### config.mk
export PLATFORM = sky130hd
export DESIGN_NAME = mux_n_reg
export DESIGN_NICKNAME = d
export VERILOG_FILES = /design/src/rtl/mux_n_reg.sv
export SDC_FILE = /design/constraint.sdc
export NUM_CORES = 1
export LEC_CHECK = 0
export CAP_MARGIN = 20
export CORE_MARGIN = 5
export CORE_UTILIZATION = 39
export CTS_BUF_LIST = sky130_fd_sc_hd__clkbuf_2
export CTS_CLUSTER_DIAMETER = 30
export DETAILED_ROUTE_END_ITERATION = 16
export PLACE_DENSITY = 0.79
export SLEW_MARGIN = 20
export SYNTH_ARGS = -nofsm -noshare
export SYNTH_HDL_FRONTEND = slang
export SYNTH_SLANG_ARGS = --single-unit
export TNS_END_PERCENT = 50
### constraint.sdc
create_clock -name clk -period 1.8 [get_ports clk]
set_input_delay 0.18 -clock clk [delete_from_list [all_inputs] [get_ports clk]]
set_output_delay 0.18 -clock clk [all_outputs]
set_load 0.005 [all_outputs]
### src/rtl/mux_n_reg.sv
// mux_n_reg: registered N-channel multiplexer with a DIRECT mode (follow one
// channel) and a SCAN mode (rotate through enabled channels with a dwell gap).
// All outputs come straight from flops; in_bus only ever reaches out through
// the capture register.
`timescale 1ns/1ps

module mux_n_reg #(
    parameter int WIDTH    = 8,
    parameter int CHANNELS = 8,
    parameter int SEL_W    = 3,
    parameter int DWELL_W  = 8
) (
    input  logic                      clk,
    input  logic                      reset_n,
    input  logic [CHANNELS*WIDTH-1:0] in_bus,
    input  logic [SEL_W-1:0]          select,
    input  logic                      sel_load,
    input  logic                      mode,
    input  logic [DWELL_W-1:0]        dwell,
    input  logic [CHANNELS-1:0]       en_mask,
    input  logic                      out_ready,
    output logic [WIDTH-1:0]          out,
    output logic                      out_valid,
    output logic [SEL_W-1:0]          cur_sel,
    output logic                      sel_err
);

    localparam int SLOTS = 2**SEL_W;

    typedef enum logic [1:0] {
        ST_IDLE   = 2'd0,
        ST_DIRECT = 2'd1,
        ST_SCAN   = 2'd2
    } state_t;

    state_t               state_q;
    logic [WIDTH-1:0]     out_q;
    logic                 out_valid_q;
    logic [SEL_W-1:0]     cur_sel_q;
    logic                 sel_err_q;
    logic [DWELL_W-1:0]   dwell_cnt_q;
    logic [DWELL_W-1:0]   dwell_lat_q;

    // Channel view padded to the full select range so any cur_sel value
    // indexes a defined entry (unused slots read as zero).
    logic [WIDTH-1:0]     chan_data [SLOTS];

    genvar gi;
    generate
        for (gi = 0; gi < SLOTS; gi++) begin : g_chan
            if (gi < CHANNELS) begin : g_real
                assign chan_data[gi] = in_bus[gi*WIDTH +: WIDTH];
            end else begin : g_pad
                assign chan_data[gi] = '0;
            end
        end
    endgenerate

    logic                 slot_open;
    logic                 select_ok;
    logic [SEL_W-1:0]     scan_sel_d;
    logic [SEL_W-1:0]     lo_any;
    logic [SEL_W-1:0]     lo_above;
    logic                 any_en;
    logic                 above_en;

    assign slot_open = !out_valid_q || out_ready;
    assign select_ok = (int'(select) < CHANNELS);

    // Next SCAN channel: lowest enabled index above cur_sel, else wrap to the
    // lowest enabled index overall (which is cur_sel itself if it is alone).
    always_comb begin
        lo_any     = '0;
        lo_above   = '0;
        any_en     = 1'b0;
        above_en   = 1'b0;
        scan_sel_d = cur_sel_q;
        for (int k = CHANNELS - 1; k >= 0; k--) begin
            if (en_mask[k]) begin
                lo_any = SEL_W'(k);
                any_en = 1'b1;
                if (k > int'(cur_sel_q)) begin
                    lo_above = SEL_W'(k);
                    above_en = 1'b1;
                end
            end
        end
        if (above_en) begin
            scan_sel_d = lo_above;
        end else if (any_en) begin
            scan_sel_d = lo_any;
        end
    end

    // Mode FSM and output registers: load handling takes priority over the
    // per-state capture logic; a load cycle never captures.
    always_ff @(posedge clk) begin
        if (!reset_n) begin
            state_q     <= ST_IDLE;
            out_q       <= '0;
            out_valid_q <= 1'b0;
            cur_sel_q   <= '0;
            sel_err_q   <= 1'b0;
            dwell_cnt_q <= '0;
            dwell_lat_q <= '0;
        end else begin
            sel_err_q <= 1'b0;
            if (sel_load) begin
                // Consumer may still drain the held sample during a load.
                if (out_ready) begin
                    out_valid_q <= 1'b0;
                end
                if (select_ok) begin
                    cur_sel_q   <= select;
                    dwell_cnt_q <= dwell;
                    dwell_lat_q <= dwell;
                    state_q     <= mode ? ST_SCAN : ST_DIRECT;
                end else begin
                    sel_err_q <= 1'b1;
                end
            end else begin
                case (state_q)
                    ST_IDLE: begin
                        if (slot_open) begin
                            out_valid_q <= 1'b0;
                        end
                    end
                    ST_DIRECT: begin
                        if (slot_open) begin
                            out_q       <= chan_data[cur_sel_q];
                            out_valid_q <= 1'b1;
                        end
                    end
                    ST_SCAN: begin
                        if (dwell_cnt_q != '0) begin
                            dwell_cnt_q <= dwell_cnt_q - 1'b1;
                            if (slot_open) begin
                                out_valid_q <= 1'b0;
                            end
                        end else if (slot_open) begin
                            // Capture the current channel even if its mask
                            // bit is clear; the mask only steers the advance.
                            out_q       <= chan_data[cur_sel_q];
                            out_valid_q <= 1'b1;
                            dwell_cnt_q <= dwell_lat_q;
                            cur_sel_q   <= scan_sel_d;
                            sel_err_q   <= !any_en;
                        end
                        // Slot closed at dwell end: stall with everything held.
                    end
                    default: begin
                        state_q <= ST_IDLE;
                    end
                endcase
            end
        end
    end

    assign out       = out_q;
    assign out_valid = out_valid_q;
    assign cur_sel   = cur_sel_q;
    assign sel_err   = sel_err_q;

endmodule
==> qor.csv <==
stage;metric;value;unit
outcome;status;complete, but fails checks;
outcome;violated checks;negative setup slack;
global_routing;grt total ovfl;0;
cells_and_area;fin util;68.40;%
synth;Seq/Total Area, Yosys;27.42;%
pwr;Power, Total;2.233;mW
pwr;Sw Ratio;31.38;%
timing;FMAX;526.3;MHz
timing;Fin Clk Skew;0.01434;ns
synth;Yosys warning total;0;
synth;syn_nets;339;
synth;Main synth FF type;dfxtp_1;
hold_path;Hold Path Stages;3;
routing;mean routed wirelength per cell;17.56;µm
synth;number of flops mapped to enable cells by yosys;0;
critical_path;critical path endpoint category;flip-flop;
floorplanning;core box area;0.005574;mm²
timing;Setup Viol. Count Final;9;
global_routing;number of global-route vias before repair;2558;
global_routing;first-pass GRT wire length;12600;µm
routing;drt total wl;7921;µm
cells_and_area;Area Growth Syn to Fin;68.44;%
routing;via count;2469;
synth;Syn Inst Count;245;
routing;met1 WL;3125;µm
placed_design;Placer Congestion;0.8876;
pwr;Seq pwr share;35.6;%
cts;clock sink count;31;
cells_and_area;# nets final;472;
synth;Post-Syn Area per Cell;9.238;µm²
cts;Worst-path clk slew;0.18;ns
routing;drt first pass iters;4;
pwr;Leakage Power;1.420;nW
synth;Synth Area in Compound Gates;23.99;%
critical_path;CP Max Fanout;8;
routing;drt initial violations;168;
timing;RSZ-0062 raised after global routing;true;
routing;ANT nets after route;0;
global_routing;largest net degree at the start of global routing;28;
timing;minimum clock period after layout;1.900;ns
critical_path;slowest CP cell;dfxtp_2;
floorplanning;Die W;86.18;µm
timing;Worst Slack Setup Final;-0.1001;ns
routing;DRC viols;0;
floorplanning;die height;86.18;µm
synth;register bit total from synthesis;31;
pwr;PwrDens;585.8;mW/mm²
routing;Top Layer Used;met4;
pwr;Int Pwr;1.533;mW
critical_path;critical path cell sequence;inv_2 > ha_4 > nor3b_4 > nand2_2 > a2111oi_4 > clkbuf_16 > buf_4 > nor2_4 > a211oi_2;
pwr;clock share of power;21.9;%
timing;worst slew pin tran;0.4565;ns
floorplanning;I/O pins;101;
timing;Final Hold Fails;0;
synth;synth unique cells;51;
cts;H-tree Lvls;2;
placed_design;HPWL Detailed;6077;µm
pwr;Logic pwr share;42.6;%
floorplanning;Starting Density;40.61;%
job;max-cap violation count;0;
placed_design;port buffer count;100;
critical_path;Critical Path Source Type;flip-flop;
floorplanning;die area;0.007427;mm²
synth;simple-gate share of the synthesized area;19.02;%
cts;CTS buffer count;5;
timing;max-slew violations;0;
timing;hold_ws;0.3626;ns
timing;Max transition margin;68.78;%
synth;Post-synth top cells;nor2_1, dfxtp_1, a21oi_1;
cts;Clock Latency Late Sink;0.38;ns
synth;largest family of logic cells by synthesized area;compound AO/OA/AOI/OAI gates;
cells_and_area;Post-Layout Cell Count;451;
critical_path;critical path required time;2.12;ns
critical_path;cell count of the worst reg-to-reg path;9;
synth;most numerous cell in the Yosys netlist;nor2_1;
critical_path;critical path class;flip-flop to flip-flop;
hold_path;Hold Path Class;primary input to flip-flop;
synth;cell taking the most area after synthesis;dfxtp_1;
synth;synth top area cells;dfxtp_1, mux4_2, nor2_1;
global_routing;Global Route Usage Sum;21.50;%
global_routing;antenna violations before repair;0;
cts;CTS tree;done;
placed_design;Inst Count DP;436;
routing;Vias/cell;5.475;
timing;Tcrit/Tclk final;105.6;%
cts;clk root buf;clkbuf_2;
cells_and_area;Antenna diodes;0;
synth;post-synthesis cell area;0.002263;mm²
critical_path;slowest cell delay on critical path;0.37;ns
cells_and_area;layout cell share with drive strength beyond 1;25.59;%
routing;routed wl met2;4248;µm
synth;Async SR Flop Fraction;0;%
pwr;switching pwr;0.7009;mW
synth;mux cell area share after synthesis;19.90;%
synth;post-synth top area share;27.42;%
critical_path;Arr. time, crit path;2.22;ns
synth;XOR/XNOR share of the synthesized area;1.548;%
floorplanning;row cnt;27;
routing;met3 WL;327;µm
timing;Setup TNS Final;-0.4366;ns
cts;worst-case clock buffer depth;2;
pwr;peak supply drop;0.0004133;V
synth;Post-Synth Adder-Cell Area;3.317;%
-- per-layer routing --
layer	global-route usage (%)	vias to the layer above
met2	38.26	75
met3	3.612	16
met5	0	-
met1	25.49	1180
met4	9.065	0
li1	-	1198
-- area by class of cell --
type | instances | area, µm²
fillers | 456 | 1762
clock buffers | 5 | 25.02
multi-input cells | 188 | 1654
clock inverters | 3 | 38.79
well taps | 72 | 90.09
flip-flops and latches | 31 | 624.3
inverters | 11 | 41.29
repair buffers | 141 | 1339
-- worst paths after layout --
path	slack [ns]	end	startpoint
worst min register to register	0.49	dwell_lat_q[4]$_SDFFE_PN0P_	dwell_lat_q[4]$_SDFFE_PN0P_
worst max-delay path	-0.10	out[7]$_SDFFE_PN0P_	dwell_cnt_q[0]$_SDFFE_PN0P_
worst max register to register	-0.10	out[7]$_SDFFE_PN0P_	dwell_cnt_q[0]$_SDFFE_PN0P_
worst min-delay path	0.36	dwell_lat_q[0]$_SDFFE_PN0P_	dwell[0]
-- power by group through the flow --
stage / registers, mW / clock network, mW / logic [mW]
finish: 0.795 / 0.488 / 0.951
global route: 0.803 / 0.539 / 1.03
CTS: 0.788 / 0.491 / 0.918
detailed placement: 0.803 / 0 / 0.876
global placement: 0.801 / 0 / 0.857
floorplan: 0.803 / 0 / 0.456
-- flip-flops by register name (all words and copies together) (netlist names) --
signal and flops:
out_valid 1, state_q 2, dwell_cnt_q 8, sel_err 1
out 8, cur_sel 3, dwell_lat_q 8
-- per-stage QoR --
step,setup WS (ns),cell area [µm²]
finish,-0.1001,3812
global route,-0.1715,3812
CTS,-0.06022,3737
detailed placement,-0.1535,3590
global placement,-0.05565,3590
floorplan,-0.03741,2290
-- cells by family after synthesis --
kind of cell,after synthesis
compound gates,71
xor+xnor,4
simple gates,82
buf+inv,26
mux,25
fa+ha+maj,6
flops,31
-- critical path: cells and delay by family, from the launching register on --
family	cells	cell delay, ns
AND/OR/NAND/NOR	3	0.39
adder cells (fa/ha/maj)	1	0.13
flip-flops	1	0.37
AO/OA/AOI/OAI	2	0.50
buffers and inverters	3	0.44
-- placed cells by master (no fill, tap or decap), types with 7 or more instances in the layout --
| cell type | count |
|---|---|
| a21oi_1 | 17 |
| buf_4 | 39 |
| inv_1 | 8 |
| dfxtp_1 | 28 |
| mux4_2 | 16 |
| mux2i_1 | 9 |
| nor2_1 | 26 |
| nand2b_1 | 16 |
| a211o_1 | 7 |
| nand2_1 | 10 |
| a211oi_2 | 7 |
| clkdlybuf4s50_1 | 100 |
-- what timing repair did --
| action | in CTS | in global routing |
|---|---|---|
| setup endpoints to repair | 12 | 18 |
| pin swaps | 1 | 7 |
| setup buffers | 4 | 3 |
| hold buffers | 0 | 0 |
| cloned | 1 | 0 |
| gates resized for setup | 4 | 20 |
(Power assumes the default switching activity.)
